## config.mk

```make
export PLATFORM = sky130hd
export DESIGN_NAME = altimeter_i2c_target_flat
export DESIGN_NICKNAME = d
export VERILOG_FILES = /design/src/rtl/altimeter_i2c_target_if.sv /design/src/rtl/altimeter_i2c_target.sv /design/src/flat_wrapper.sv
export SDC_FILE = /design/constraint.sdc
export NUM_CORES = 1
export LEC_CHECK = 0
export ABC_AREA = 1
export BUFFER_PORTS_ARGS = -buffer_cell sky130_fd_sc_hd__buf_2
export CORE_ASPECT_RATIO = 1.4
export CORE_MARGIN = 2
export CORE_UTILIZATION = 55
export DETAILED_ROUTE_END_ITERATION = 8
export GPL_TIMING_DRIVEN = 1
export PLACE_DENSITY = 0.75
export SETUP_SLACK_MARGIN = 0.4
export SLEW_MARGIN = 30
export SYNTH_ARGS = -nofsm -noshare
export SYNTH_HDL_FRONTEND = slang
export SYNTH_SLANG_ARGS = --single-unit
```

## constraint.sdc

```tcl
create_clock -name clk -period 2.1 [get_ports clk]
set_input_delay 0.42 -clock clk [delete_from_list [all_inputs] [get_ports clk]]
set_output_delay 0.42 -clock clk [all_outputs]
set_load 0.01 [all_outputs]
```

## src/rtl/altimeter_i2c_target_if.sv

```systemverilog
// I2C bus pins seen by the altimeter target: SCL/SDA levels in, open-drain SDA pull-down out.
interface altimeter_i2c_target_if;
  logic scl_in;
  logic sda_in;
  logic sda_oe;

  modport master (output scl_in, output sda_in, input sda_oe);
  modport slave  (input scl_in, input sda_in, output sda_oe);
endinterface

```

## src/rtl/altimeter_i2c_target.sv

```systemverilog
// altimeter_i2c_target: I2C responder modelling the barometric altimeter register file.
// Serves STATUS/pressure/temperature reads, accepts writes to 0x13 and 0x26, auto-increments
// the register pointer. Define ALT_TARGET_GLITCH_FILTER_EN to add a 3-sample majority filter
// after each input synchronizer.
module altimeter_i2c_target #(
  parameter logic [6:0] DEV_ADDR = 7'h60
) (
  input  logic                        clk,
  input  logic                        rst_n,
  altimeter_i2c_target_if.slave       bus,
  input  logic                        sample_valid,
  input  logic [19:0]                 sample_pressure,
  input  logic [11:0]                 sample_temp,
  output logic [7:0]                  ctrl_reg1,
  output logic [7:0]                  pt_data_cfg,
  output logic                        cfg_wr,
  output logic                        busy
);

  typedef enum logic [3:0] {
    StIdle, StAddr, StAddrAck, StPtr, StPtrAck, StWrData, StWrAck, StRdData, StRdAck, StIgnore
  } state_e;

  logic [1:0] scl_sync_q, sda_sync_q;
  logic       scl_f, sda_f;
  logic       scl_p_q, sda_p_q;
  logic       ev_start_q, ev_stop_q, ev_rise_q, ev_fall_q, sda_ev_q;

  state_e      state_q, state_d;
  logic [3:0]  bit_cnt_q, bit_cnt_d;
  logic [7:0]  sh_q, sh_d, ptr_q, ptr_d;
  logic        oe_q, oe_d, busy_q, busy_d, rw_q, rw_d, rd_act_q, rd_act_d;
  logic [7:0]  ctrl_q, ctrl_d, cfg_q, cfg_d;
  logic        cfg_wr_q, cfg_wr_d;
  logic [19:0] p_q, p_d, sp_q, sp_d;
  logic [11:0] t_q, t_d, st_q, st_d;
  logic        pend_q, pend_d, ptdr_q, ptdr_d;
  logic        ptdr_clr, ptdr_set, bus_edge;
  logic [7:0]  rd_byte, rx_byte;

  // Two-flop synchronizers; idle-high reset value avoids spurious events after reset.
  always_ff @(posedge clk or negedge rst_n) begin
    if (!rst_n) begin
      scl_sync_q <= 2'b11;
      sda_sync_q <= 2'b11;
    end else begin
      scl_sync_q <= {scl_sync_q[0], bus.scl_in};
      sda_sync_q <= {sda_sync_q[0], bus.sda_in};
    end
  end

`ifdef ALT_TARGET_GLITCH_FILTER_EN
  logic [2:0] scl_hist_q, sda_hist_q;
  logic       scl_maj_q, sda_maj_q;

  // Majority of the last three synchronized samples rejects single-clock pulses.
  always_ff @(posedge clk or negedge rst_n) begin
    if (!rst_n) begin
      scl_hist_q <= 3'b111;
      sda_hist_q <= 3'b111;
      scl_maj_q  <= 1'b1;
      sda_maj_q  <= 1'b1;
    end else begin
      scl_hist_q <= {scl_hist_q[1:0], scl_sync_q[1]};
      sda_hist_q <= {sda_hist_q[1:0], sda_sync_q[1]};
      scl_maj_q  <= (scl_hist_q[0] & scl_hist_q[1]) | (scl_hist_q[0] & scl_hist_q[2]) |
                    (scl_hist_q[1] & scl_hist_q[2]);
      sda_maj_q  <= (sda_hist_q[0] & sda_hist_q[1]) | (sda_hist_q[0] & sda_hist_q[2]) |
                    (sda_hist_q[1] & sda_hist_q[2]);
    end
  end
  assign scl_f = scl_maj_q;
  assign sda_f = sda_maj_q;
`else
  assign scl_f = scl_sync_q[1];
  assign sda_f = sda_sync_q[1];
`endif

  // Edge register: one-cycle event pulses plus the SDA level aligned with them.
  always_ff @(posedge clk or negedge rst_n) begin
    if (!rst_n) begin
      scl_p_q    <= 1'b1;
      sda_p_q    <= 1'b1;
      ev_start_q <= 1'b0;
      ev_stop_q  <= 1'b0;
      ev_rise_q  <= 1'b0;
      ev_fall_q  <= 1'b0;
      sda_ev_q   <= 1'b1;
    end else begin
      scl_p_q    <= scl_f;
      sda_p_q    <= sda_f;
      ev_start_q <= scl_f & scl_p_q & sda_p_q & ~sda_f;
      ev_stop_q  <= scl_f & scl_p_q & ~sda_p_q & sda_f;
      ev_rise_q  <= scl_f & ~scl_p_q;
      ev_fall_q  <= ~scl_f & scl_p_q;
      sda_ev_q   <= sda_f;
    end
  end

  // Read mux for the byte at the current pointer.
  always_comb begin
    rd_byte = 8'h00;
    case (ptr_q)
      8'h00:   rd_byte = {4'b0, ptdr_q, 3'b0};
      8'h01:   rd_byte = p_q[19:12];
      8'h02:   rd_byte = p_q[11:4];
      8'h03:   rd_byte = {p_q[3:0], 4'h0};
      8'h04:   rd_byte = t_q[11:4];
      8'h05:   rd_byte = {t_q[3:0], 4'h0};
      8'h13:   rd_byte = cfg_q;
      8'h26:   rd_byte = ctrl_q;
      default: rd_byte = 8'h00;
    endcase
  end

  assign rx_byte = {sh_q[6:0], sda_ev_q};

  // Protocol FSM next-state: bit shifting, ACK drive, pointer and config register updates.
  always_comb begin
    state_d   = state_q;
    bit_cnt_d = bit_cnt_q;
    sh_d      = sh_q;
    ptr_d     = ptr_q;
    oe_d      = oe_q;
    busy_d    = busy_q;
    rw_d      = rw_q;
    rd_act_d  = rd_act_q;
    ctrl_d    = ctrl_q;
    cfg_d     = cfg_q;
    cfg_wr_d  = 1'b0;
    ptdr_clr  = 1'b0;
    bus_edge  = 1'b0;
    if (ev_start_q) begin
      state_d   = StAddr;
      bit_cnt_d = 4'd0;
      oe_d      = 1'b0;
      busy_d    = 1'b0;
      rd_act_d  = 1'b0;
      bus_edge  = 1'b1;
    end else if (ev_stop_q) begin
      state_d  = StIdle;
      oe_d     = 1'b0;
      busy_d   = 1'b0;
      rd_act_d = 1'b0;
      bus_edge = 1'b1;
    end else begin
      case (state_q)
        StAddr, StPtr, StWrData: begin
          if (ev_rise_q) begin
            sh_d      = rx_byte;
            bit_cnt_d = bit_cnt_q + 4'd1;
            if (bit_cnt_q == 4'd7) begin
              if (state_q == StAddr) begin
                if (sh_q[6:0] == DEV_ADDR) begin
                  state_d = StAddrAck;
                  busy_d  = 1'b1;
                  rw_d    = sda_ev_q;
                end else begin
                  state_d = StIgnore;
                end
              end else if (state_q == StPtr) begin
                ptr_d   = rx_byte;
                state_d = StPtrAck;
              end else begin
                if (ptr_q == 8'h13) begin
                  cfg_d    = rx_byte;
                  cfg_wr_d = 1'b1;
                end else if (ptr_q == 8'h26) begin
                  ctrl_d   = rx_byte;
                  cfg_wr_d = 1'b1;
                end
                ptr_d   = ptr_q + 8'd1;
                state_d = StWrAck;
              end
            end
          end
        end
        StAddrAck, StPtrAck, StWrAck: begin
          // First fall after bit 8 starts the ACK; the next fall ends it.
          if (ev_fall_q) begin
            if (!oe_q) begin
              oe_d = 1'b1;
            end else begin
              oe_d      = 1'b0;
              bit_cnt_d = 4'd0;
              if (state_q == StAddrAck && rw_q) begin
                state_d  = StRdData;
                sh_d     = rd_byte;
                oe_d     = ~rd_byte[7];
                rd_act_d = 1'b1;
              end else if (state_q == StAddrAck) begin
                state_d = StPtr;
              end else begin
                state_d = StWrData;
              end
            end
          end
        end
        StRdData: begin
          if (ev_rise_q) begin
            bit_cnt_d = bit_cnt_q + 4'd1;
            if (bit_cnt_q == 4'd7) begin
              state_d  = StRdAck;
              ptr_d    = ptr_q + 8'd1;
              ptdr_clr = (ptr_q == 8'h05);
            end
          end else if (ev_fall_q) begin
            sh_d = {sh_q[6:0], 1'b0};
            oe_d = ~sh_q[6];
          end
        end
        StRdAck: begin
          // bit_cnt 8: awaiting master ACK bit; 9: ACK seen, load next byte on the fall.
          if (ev_fall_q) begin
            if (bit_cnt_q == 4'd8) begin
              oe_d = 1'b0;
            end else begin
              state_d   = StRdData;
              bit_cnt_d = 4'd0;
              sh_d      = rd_byte;
              oe_d      = ~rd_byte[7];
            end
          end else if (ev_rise_q) begin
            if (sda_ev_q) state_d = StIgnore;
            else          bit_cnt_d = 4'd9;
          end
        end
        default: ;
      endcase
    end
  end

  // Sample commit: deferred into a shadow while a read is in progress.
  always_comb begin
    p_d      = p_q;
    t_d      = t_q;
    sp_d     = sp_q;
    st_d     = st_q;
    pend_d   = pend_q;
    ptdr_set = 1'b0;
    if (sample_valid) begin
      if (rd_act_q && !bus_edge) begin
        sp_d   = sample_pressure;
        st_d   = sample_temp;
        pend_d = 1'b1;
      end else begin
        p_d      = sample_pressure;
        t_d      = sample_temp;
        pend_d   = 1'b0;
        ptdr_set = 1'b1;
      end
    end else if (bus_edge && pend_q) begin
      p_d      = sp_q;
      t_d      = st_q;
      pend_d   = 1'b0;
      ptdr_set = 1'b1;
    end
    ptdr_d = ptdr_set ? 1'b1 : (ptdr_clr ? 1'b0 : ptdr_q);
  end

  // State and register file.
  always_ff @(posedge clk or negedge rst_n) begin
    if (!rst_n) begin
      state_q   <= StIdle;
      bit_cnt_q <= 4'd0;
      sh_q      <= 8'h00;
      ptr_q     <= 8'h00;
      oe_q      <= 1'b0;
      busy_q    <= 1'b0;
      rw_q      <= 1'b0;
      rd_act_q  <= 1'b0;
      ctrl_q    <= 8'h00;
      cfg_q     <= 8'h00;
      cfg_wr_q  <= 1'b0;
      p_q       <= '0;
      t_q       <= '0;
      sp_q      <= '0;
      st_q      <= '0;
      pend_q    <= 1'b0;
      ptdr_q    <= 1'b0;
    end else begin
      state_q   <= state_d;
      bit_cnt_q <= bit_cnt_d;
      sh_q      <= sh_d;
      ptr_q     <= ptr_d;
      oe_q      <= oe_d;
      busy_q    <= busy_d;
      rw_q      <= rw_d;
      rd_act_q  <= rd_act_d;
      ctrl_q    <= ctrl_d;
      cfg_q     <= cfg_d;
      cfg_wr_q  <= cfg_wr_d;
      p_q       <= p_d;
      t_q       <= t_d;
      sp_q      <= sp_d;
      st_q      <= st_d;
      pend_q    <= pend_d;
      ptdr_q    <= ptdr_d;
    end
  end

  assign bus.sda_oe  = oe_q;
  assign busy        = busy_q;
  assign cfg_wr      = cfg_wr_q;
  assign ctrl_reg1   = ctrl_q;
  assign pt_data_cfg = cfg_q;

endmodule
```

## src/flat_wrapper.sv

```systemverilog
// flat-port wrapper written by rule: the top's interface ports become plain ports
module altimeter_i2c_target_flat 
#(
  parameter logic [6:0] DEV_ADDR = 7'h60
)
  (clk, rst_n, sample_valid, sample_pressure, sample_temp, ctrl_reg1, pt_data_cfg, cfg_wr, busy, bus_scl_in, bus_sda_in, bus_sda_oe);
  altimeter_i2c_target_if bus_i ();
  input  logic clk;
  input  logic rst_n;
  input  logic sample_valid;
  input  logic [19:0] sample_pressure;
  input  logic [11:0] sample_temp;
  output logic [7:0] ctrl_reg1;
  output logic [7:0] pt_data_cfg;
  output logic cfg_wr;
  output logic busy;
  input wire logic [$bits(bus_i.scl_in)-1:0] bus_scl_in;
  input wire logic [$bits(bus_i.sda_in)-1:0] bus_sda_in;
  output wire logic [$bits(bus_i.sda_oe)-1:0] bus_sda_oe;
  assign bus_i.scl_in = bus_scl_in;
  assign bus_i.sda_in = bus_sda_in;
  assign bus_sda_oe = bus_i.sda_oe;
  altimeter_i2c_target #(.DEV_ADDR(DEV_ADDR)) u_core (.clk(clk), .rst_n(rst_n), .bus(bus_i), .sample_valid(sample_valid), .sample_pressure(sample_pressure), .sample_temp(sample_temp), .ctrl_reg1(ctrl_reg1), .pt_data_cfg(pt_data_cfg), .cfg_wr(cfg_wr), .busy(busy));
endmodule
```

==> qor.yml, run 1 <==
status:
  status: "finished, violations left"
  violations: "DRC"
die:
  io_pins: 56
  start_util: 0.559
  design.core.area_mm2: 0.0108
  die_h_um: 128
  row_count: 45
  die_w_um: 92.6
  fp.dieArea_mm2: 0.0119
detailed_routing:
  drt-total-wl_um: 17000
  dr_total_vias: 5707
  route.antenna.remaining_nets: 0
  drt_drc_violations_left: 2
  wire_per_inst_um: 16.9
  routed_via_density: 5.67
  firstDrtPassIters: 7
  drt_iter0_drc: 512
clocking:
  root_buffer: "clkbuf_16"
  cts_buffers: 17
  clk_latency_ns: 0.41
  clockBufferDepth: 2
  clkTransAtPathRegs_ns: 0.06
  cts_htree_levels: 4
  cts_sinks: 120
  cts_tree: "built"
  cts_hold_buf: 0
global_routing:
  antenna_found_initial: 0
  grt_max_degree: 46
  grt_first_pass_wirelength_um: 25900
  overflow: 0
  grt_use_total: 0.278
  grt_pass1_vias: 5484
synth:
  synth_fa_ha_area_frac: 0.0124
  synth-edff-count: 0
  synth_top_family_by_area: "simple AND/OR/NAND/NOR gates"
  yosysTopAreaCell: "dfrtp_1"
  ys_types: 39
  synth-simple-area-share: 0.263
  seq_area_frac_synth: 0.498
  synth_top_area_frac: 0.472
  syn-num-nets: 786
  synth_compound_area_frac: 0.116
  synthFlopType: "dfrtp_1"
  synth.ff_latch_count: 120
  async_flop_share: 1.00
  synth-xor-area-share: 0.00290
  yosys-top-cells-area: "dfrtp_1 (47%), nand2_1 (12%), nor2_1 (5.8%), nand3_1 (4.7%), mux2_2 (4.3%)"
  synthMuxAreaShare: 0.0428
  avgSynthCellArea_um2: 8.14
  synth_cells: 743
  yosysWarnings: 0
  syn_area_mm2: 0.00605
setup_path:
  setup.worst_path.class: "flop to flop"
  critPathMaxStageDelay_ns: 0.46
  path_delay_family: "flip-flops"
  crit_buf_inv: 4
  critPathRequiredTime_ns: 2.39
  crit_fanout: 5
  critPathLaunch: "u_core.ptr_q[0]$_DFFE_PN0P_"
  reg2reg_from: "u_core.ptr_q[0]$_DFFE_PN0P_"
  worstSetupEndpointType: "flop"
  reg2reg_depth: 11
  r2r_setup_slack_ns: 0.38
  arrival_ns: 2.01
  crit_top_cell: "buf_4"
  reg2reg_to: "u_core.sh_q[4]$_DFFE_PN0P_"
  slowest_stage: "dfrtp_2"
  critical_path.cell_chain: "buf_4 > ha_2 > inv_1 > nor2_2 > nand2_2 > inv_2 > buf_4 > nand2_1 > nand4_1 > o21bai_1 > a21oi_1"
  cp-start-kind: "flop"
cells_and_area:
  final_common_cell: "nand2_1"
  drive_gt1_frac: 0.342
  syn_to_final_growth_pct: 30.5
  most-common-layout-cells: "nand2_1 (174), dfrtp_1 (105), nor2_1 (69)"
  fill_cells: 805
  final_area_mm2: 0.00789
  final_cells: 1006
  utilization: 0.730
  fin_nets: 895
  n_antenna_cell: 0
place:
  dp_slack_ns: 0.150
  io_buffer_count: 55
  dp_cells: 938
  gp_congestion: 0.927
  placed_area_mm2: 0.00659
  dpl.hpwl_um: 10900
timing:
  setup_viol: 0
  tightestPinTransition_ns: 0.625
  finalMaxSlewViolations: 0
  fin_ws_ns: 0.378
  period_minus_slack_ns: 1.72
  rsz0062_at_grt: "true"
  totalNegativeSetupSlack_ns: 0
  slew_headroom: 0.583
  finalHoldViolCount: 0
  fin_worst_skew_ns: 0.00702
  final.period_utilization: 0.820
  fmax_mhz: 581
power_and_ir_drop:
  peakVddDrop_uv: 656
  p_sw_mw: 2.74
  power.density_mw_per_mm2: 973
  p_clk_frac: 0.359
  pwr-share-seq: 0.359
  internal_power_mw: 4.94
  pwr-share-comb: 0.282
  leakage_nw: 3.88
  switching_share: 0.356
worst_hold_path:
  holdCritPathClass: "input pin to async pin"
run:
  cap_violations: 0
## sequential cells by signal, indices dropped and copies added (netlist names), 2 cells and up
name,cells
u_core.scl_sync_q,2
u_core.bit_cnt_q,4
u_core.pt_data_cfg,8
u_core.t_q,12
u_core.sp_q,20
u_core.sh_q,7
u_core.st_q,12
u_core.state_q,4
u_core.ctrl_reg1,8
u_core.p_q,20
u_core.ptr_q,8
u_core.sda_sync_q,2
## final cells by class
| cell class | count | area, µm² | share of cell area |
|---|---|---|---|
| inverters | 74 | 310 | 0.0393 |
| clock buffers | 19 | 443 | 0.0561 |
| well taps | 141 | 176 | 0.0224 |
| flip-flops and latches | 120 | 3020 | 0.383 |
| repair buffers | 109 | 790 | 0.100 |
| multi-input cells | 529 | 3030 | 0.383 |
| clock inverters | 13 | 121 | 0.0154 |
| repair inverters | 1 | 5.00 | 0.000634 |
## power by group through the flow
| stage | Sequential, mW | Combinational (mW) | Clock (mW) |
|---|---|---|---|
| 2_1_floorplan | 2.70 | 1.21 | 0 |
| 3_3_place_gp | 2.75 | 1.67 | 0 |
| 3_5_place_dp | 2.76 | 1.69 | 0 |
| 4_1_cts | 2.72 | 1.84 | 2.77 |
| 5_1_grt | 2.77 | 2.37 | 2.89 |
| 6_report | 2.75 | 2.16 | 2.76 |
## Yosys cell counts, types with 4 or more instances
library cell and count:
o211ai_1 13, ha_1 6, clkbuf_1 10, nor3_1 7
nand3_1 57, nor2_2 5, o21ai_1 9, o21ai_2 8
dfrtp_1 114, nand2_1 195, buf_2 9, inv_2 4
inv_1 68, nand2_2 8, a31oi_1 25, dfstp_2 6
nand4_1 6, nor2_1 93, o21ai_0 42, o31ai_1 4
mux2_2 23, a21oi_1 9
## metrics by stage
stage / hold WS (ns) / total power, mW
floorplan: 0.124 / 3.91
global placement: 0.345 / 4.42
detailed placement: 0.347 / 4.45
CTS: 0.0430 / 7.34
global route: 0.0588 / 8.03
finish: 0.0198 / 7.68
## metal layers
layer,GRT usage,vias to the layer above,share of wire
met5,0,-,0
met4,0.157,0,0.045
met3,0.0464,53,0.054
met2,0.465,238,0.52
met1,0.341,2759,0.38
li1,-,2657,-
## worst max-delay path by stage
stage	to	slack, ns	depth (start not counted)
6_report	u_core.sh_q[4]$_DFFE_PN0P_	0.38	11
5_1_grt	u_core.sh_q[1]$_DFFE_PN0P_	0.29	10
4_1_cts	u_core.bus.sda_oe$_DFFE_PN0P_	0.39	10
3_5_place_dp	u_core.pt_data_cfg[0]$_DFFE_PN0P_	0.15	8
3_3_place_gp	u_core.ctrl_reg1[6]$_DFFE_PN0P_	0.24	9
2_1_floorplan	u_core.ctrl_reg1[0]$_DFFE_PN0P_	0.47	9
## cells by family (layout without fill, tap and decap cells)
family	after synthesis	in the layout
and+or+nand+nor	380	382
DFF	120	120
AOI/OAI and AO/OA	116	116
buffers and inverters	96	216
muxes	23	23
adders and majority gates	6	6
xor gates and xnor gates	2	2
## repair_timing
item,CTS,global route
buffers inserted,10,22
cloned,0,4
hold endpoints to repair,0,0
pin swaps,6,38
resized for setup,36,106
endpoints found under the setup margin,92,89
Note: power is estimated with default switching activity, not from simulation.
==> inputs of run 2 (changes only) <==
--- a/config.mk
+++ b/config.mk
@@ -5,7 +5,7 @@
 export SDC_FILE = /design/constraint.sdc
 export NUM_CORES = 1
 export LEC_CHECK = 0
-export ABC_AREA = 1
+export ABC_AREA = 0
 export BUFFER_PORTS_ARGS = -buffer_cell sky130_fd_sc_hd__buf_2
 export CORE_ASPECT_RATIO = 1.4
 export CORE_MARGIN = 2
==> constraint.sdc (replaced) <==
create_clock -name clk -period 1.8 [get_ports clk]
set_input_delay 0.36 -clock clk [delete_from_list [all_inputs] [get_ports clk]]
set_output_delay 0.36 -clock clk [all_outputs]
set_load 0.01 [all_outputs]
==> qor.yml, run 2 <==
timing:
  finalHoldViolCount: 0  # unchanged
  setup_viol: 42  # +42
  period_minus_slack_ns: 2.31  # +0.588 ns
  fin_ws_ns: -0.510  # -0.888 ns
  tightestPinTransition_ns: 0.614  # -0.0108 ns
  final.period_utilization: 1.28  # +0.463
  totalNegativeSetupSlack_ns: -10.30  # -10.30 ns
  finalMaxSlewViolations: 0  # unchanged
  fmax_mhz: 433  # -25%
  fin_worst_skew_ns: 0.00815  # +0.00113 ns
  rsz0062_at_grt: "true"
  slew_headroom: 0.590  # +0.00719
synth:
  synthMuxAreaShare: 0.149  # +0.106
  synth_top_family_by_area: "compound AO/OA/AOI/OAI gates"
  syn_area_mm2: 0.00601  # -0.56%
  synth.most_common_cell: "dfrtp_1"
  yosysWarnings: 0  # unchanged
  synth-simple-area-share: 0.135  # -0.128
  avgSynthCellArea_um2: 10.7  # +31%
  synth-xor-area-share: 0  # -0.00290
  yosysTopAreaCell: "dfrtp_1"
  synth-edff-count: 0  # unchanged
  syn-num-nets: 605  # -23%
  async_flop_share: 1.00  # unchanged
  synth_compound_area_frac: 0.172  # +0.0558
  synth_top_area_frac: 0.474  # +0.00265
  seq_area_frac_synth: 0.501  # +0.00280
  synthFlopType: "dfrtp_1"
  synth_cells: 562  # -24%
  synth.ff_latch_count: 120  # unchanged
  ys_top_cells_by_count: "dfrtp_1 (114), nand2_1 (72), mux2_2 (49), o21ai_0 (49), mux2i_1 (33)"
  yosys-top-cells-area: "dfrtp_1 (47%), mux2_2 (9.2%), mux2i_1 (5.5%), nand2_1 (4.5%), o21ai_0 (4.1%)"
  synth_fa_ha_area_frac: 0.0141  # +0.00173
  ys_types: 67  # +72%
setup_path:
  cp-start-kind: "flop"
  critical_path.cell_chain: "buf_6 > ha_4 > buf_6 > buf_6 > a222oi_1 > buf_4 > a2bb2oi_2 > a211o_1 > a2bb2oi_2"
  crit_fanout: 5  # unchanged
  arrival_ns: 2.60  # +0.59 ns
  crit_top_cell: "buf_6"
  setup.worst_path.class: "flop to flop"
  critPathRequiredTime_ns: 2.09  # -0.30 ns
  critPathMaxStageDelay_ns: 0.49  # +0.03 ns
  worstSetupEndpointType: "flop"
  path_delay_family: "compound AO/OA/AOI/OAI gates"
  slowest_stage: "a222oi_1"
  crit_buf_inv: 4  # unchanged
detailed_routing:
  wire_per_inst_um: 29.4  # +74%
  firstDrtPassIters: 6  # -1
  route.antenna.remaining_nets: 0  # unchanged
  drt-total-wl_um: 26700  # +58%
  drt_iter0_drc: 735  # +44%
  drt_drc_violations_left: 0  # -2
  routed_via_density: 6.90  # +22%
  dr_total_vias: 6290  # +10%
cells_and_area:
  top_regs: "u_core.p_q x20, u_core.sp_q x20"
  drive_gt1_frac: 0.575  # +0.233
  fin_nets: 801  # -11%
  final_cells: 911  # -9.4%
  final_area_mm2: 0.00969  # +23%
  most-common-layout-cells: "dfrtp_1 (112), buf_4 (95), buf_2 (53)"
  final_common_cell: "dfrtp_1"
  syn_to_final_growth_pct: 61.1
  n_antenna_cell: 0  # unchanged
clocking:
  clkTransAtPathRegs_ns: 0.06  # about the same
  cts_tree: "built"
  clockBufferDepth: 2  # unchanged
  root_buffer: "clkbuf_16"
  cts_htree_levels: 4  # unchanged
  cts_buffers: 17  # unchanged
  clk_latency_ns: 0.43  # +0.02 ns
  cts_sinks: 120  # unchanged
power_and_ir_drop:
  total_power_mw: 11.3  # +48%
  power.density_mw_per_mm2: 1170  # +20%
  peakVddDrop_uv: 804  # +23%
  leakage_nw: 4.58  # +18%
place:
  gp_congestion: 0.980  # +5.8%
  dp_slack_ns: -0.310  # -0.459 ns
  dp_cells: 814  # -13%
  io_buffer_count: 55  # unchanged
  placed_area_mm2: 0.00729  # +11%
  dpl.hpwl_um: 11800  # +7.7%
die:
  die_w_um: 92.4  # -0.27%
  fp.dieArea_mm2: 0.0118  # -0.54%
  row_count: 45  # unchanged
  die_h_um: 128  # -0.27%
  io_pins: 56  # unchanged
  design.core.area_mm2: 0.0108  # -0.52%
  start_util: 0.559  # about the same
status:
  violations: "setup timing"
  status: "finished, violations left"
global_routing:
  grt_use_total: 0.398  # +0.120
  grt_pass1_vias: 6211  # +13%
  grt_first_pass_wirelength_um: 35100  # +36%
  antenna_found_initial: 0  # unchanged
  grt_max_degree: 45  # -2.2%
  overflow: 0  # unchanged
worst_hold_path:
  holdCritPathClass: "input pin to flop"
run:
  cap_violations: 0  # unchanged
[run 2: cell count changes after synthesis, sizes merged, moves of 21 or more]
cell   delta
nor2     -78
nand3    -46
nand2   -131
a31oi    -21
inv      -62
mux2i    +33
mux2     +27
[run 2: power by group]
part | switching (mW) | internal, mW
clock network | 1.35 | 2.38
logic | 2.39 | 2.05
registers | 0.219 | 2.95
total | 3.95 | 7.38
[run 2: final cells by class]
| type | count | area [µm²] |
|---|---|---|
| inverters | 10 | 40.0 |
| multi-input cells | 397 | 3800 |
| flip-flops and latches | 120 | 3010 |
| fillers | 392 | 1070 |
| repair buffers | 212 | 2030 |
| clock inverters | 12 | 175 |
| well taps | 141 | 176 |
| clock buffers | 19 | 453 |
[run 2: kinds of logic after synthesis]
family,after synthesis
fa+ha+maj,7
compound gates,150
flops,120
buf+inv,45
simple gates,157
mux,83
[run 2: routing by layer]
layer  wire, µm  up-vias  global-route usage
met5          0        -                   0
met4       2350        0               0.311
met3       2100      193              0.0847
met2      13400      504               0.674
met1       8910     3116               0.431
li1           -     2477                   -
[run 2: per-stage QoR]
stage | hold slack [ns] | utilization
CTS | 0.0366 | 0.837
finish | 0.0337 | 0.901
global placement | 0.346 | 0.678
detailed placement | 0.348 | 0.678
global route | 0.0307 | 0.901
floorplan | 0.0644 | -
[run 2: repair_timing]
item	4_1_cts	5_1_grt
setup endpoints to repair	109	110
gates resized for setup	145	93
endpoints found under the hold margin	28	0
pin swaps	25	41
buffers inserted	24	25
gates cloned	13	3
hold buffers	1	0
[run 2: worst register-to-register path, cell delays in order (launching register included)]
cell       delay, ns
dfrtp_2         0.45
buf_6           0.15
ha_4            0.17
buf_6           0.13
buf_6           0.11
a222oi_1        0.49
buf_4           0.23
a2bb2oi_2       0.14
a211o_1         0.20
a2bb2oi_2       0.09
[run 2: path summary, 6_finish.rpt]
path                                                   end                      startpoint  cells after the start  slack [ns]
max                             u_core.sh_q[5]$_DFFE_PN0P_     u_core.ptr_q[1]$_DFFE_PN0P_                      9       -0.51
min                         u_core.sda_sync_q[0]$_DFF_PN1_                      bus_sda_in                      1        0.03
max reg2reg                     u_core.sh_q[5]$_DFFE_PN0P_     u_core.ptr_q[1]$_DFFE_PN0P_                      9       -0.51
min reg2reg                 u_core.scl_sync_q[1]$_DFF_PN1_  u_core.scl_sync_q[0]$_DFF_PN1_                      0        0.36
max in group asynchronous  u_core.ctrl_reg1[3]$_DFFE_PN0P_                           rst_n                      3        0.68
min in group asynchronous  u_core.bit_cnt_q[1]$_DFFE_PN0P_                           rst_n                      2        0.47
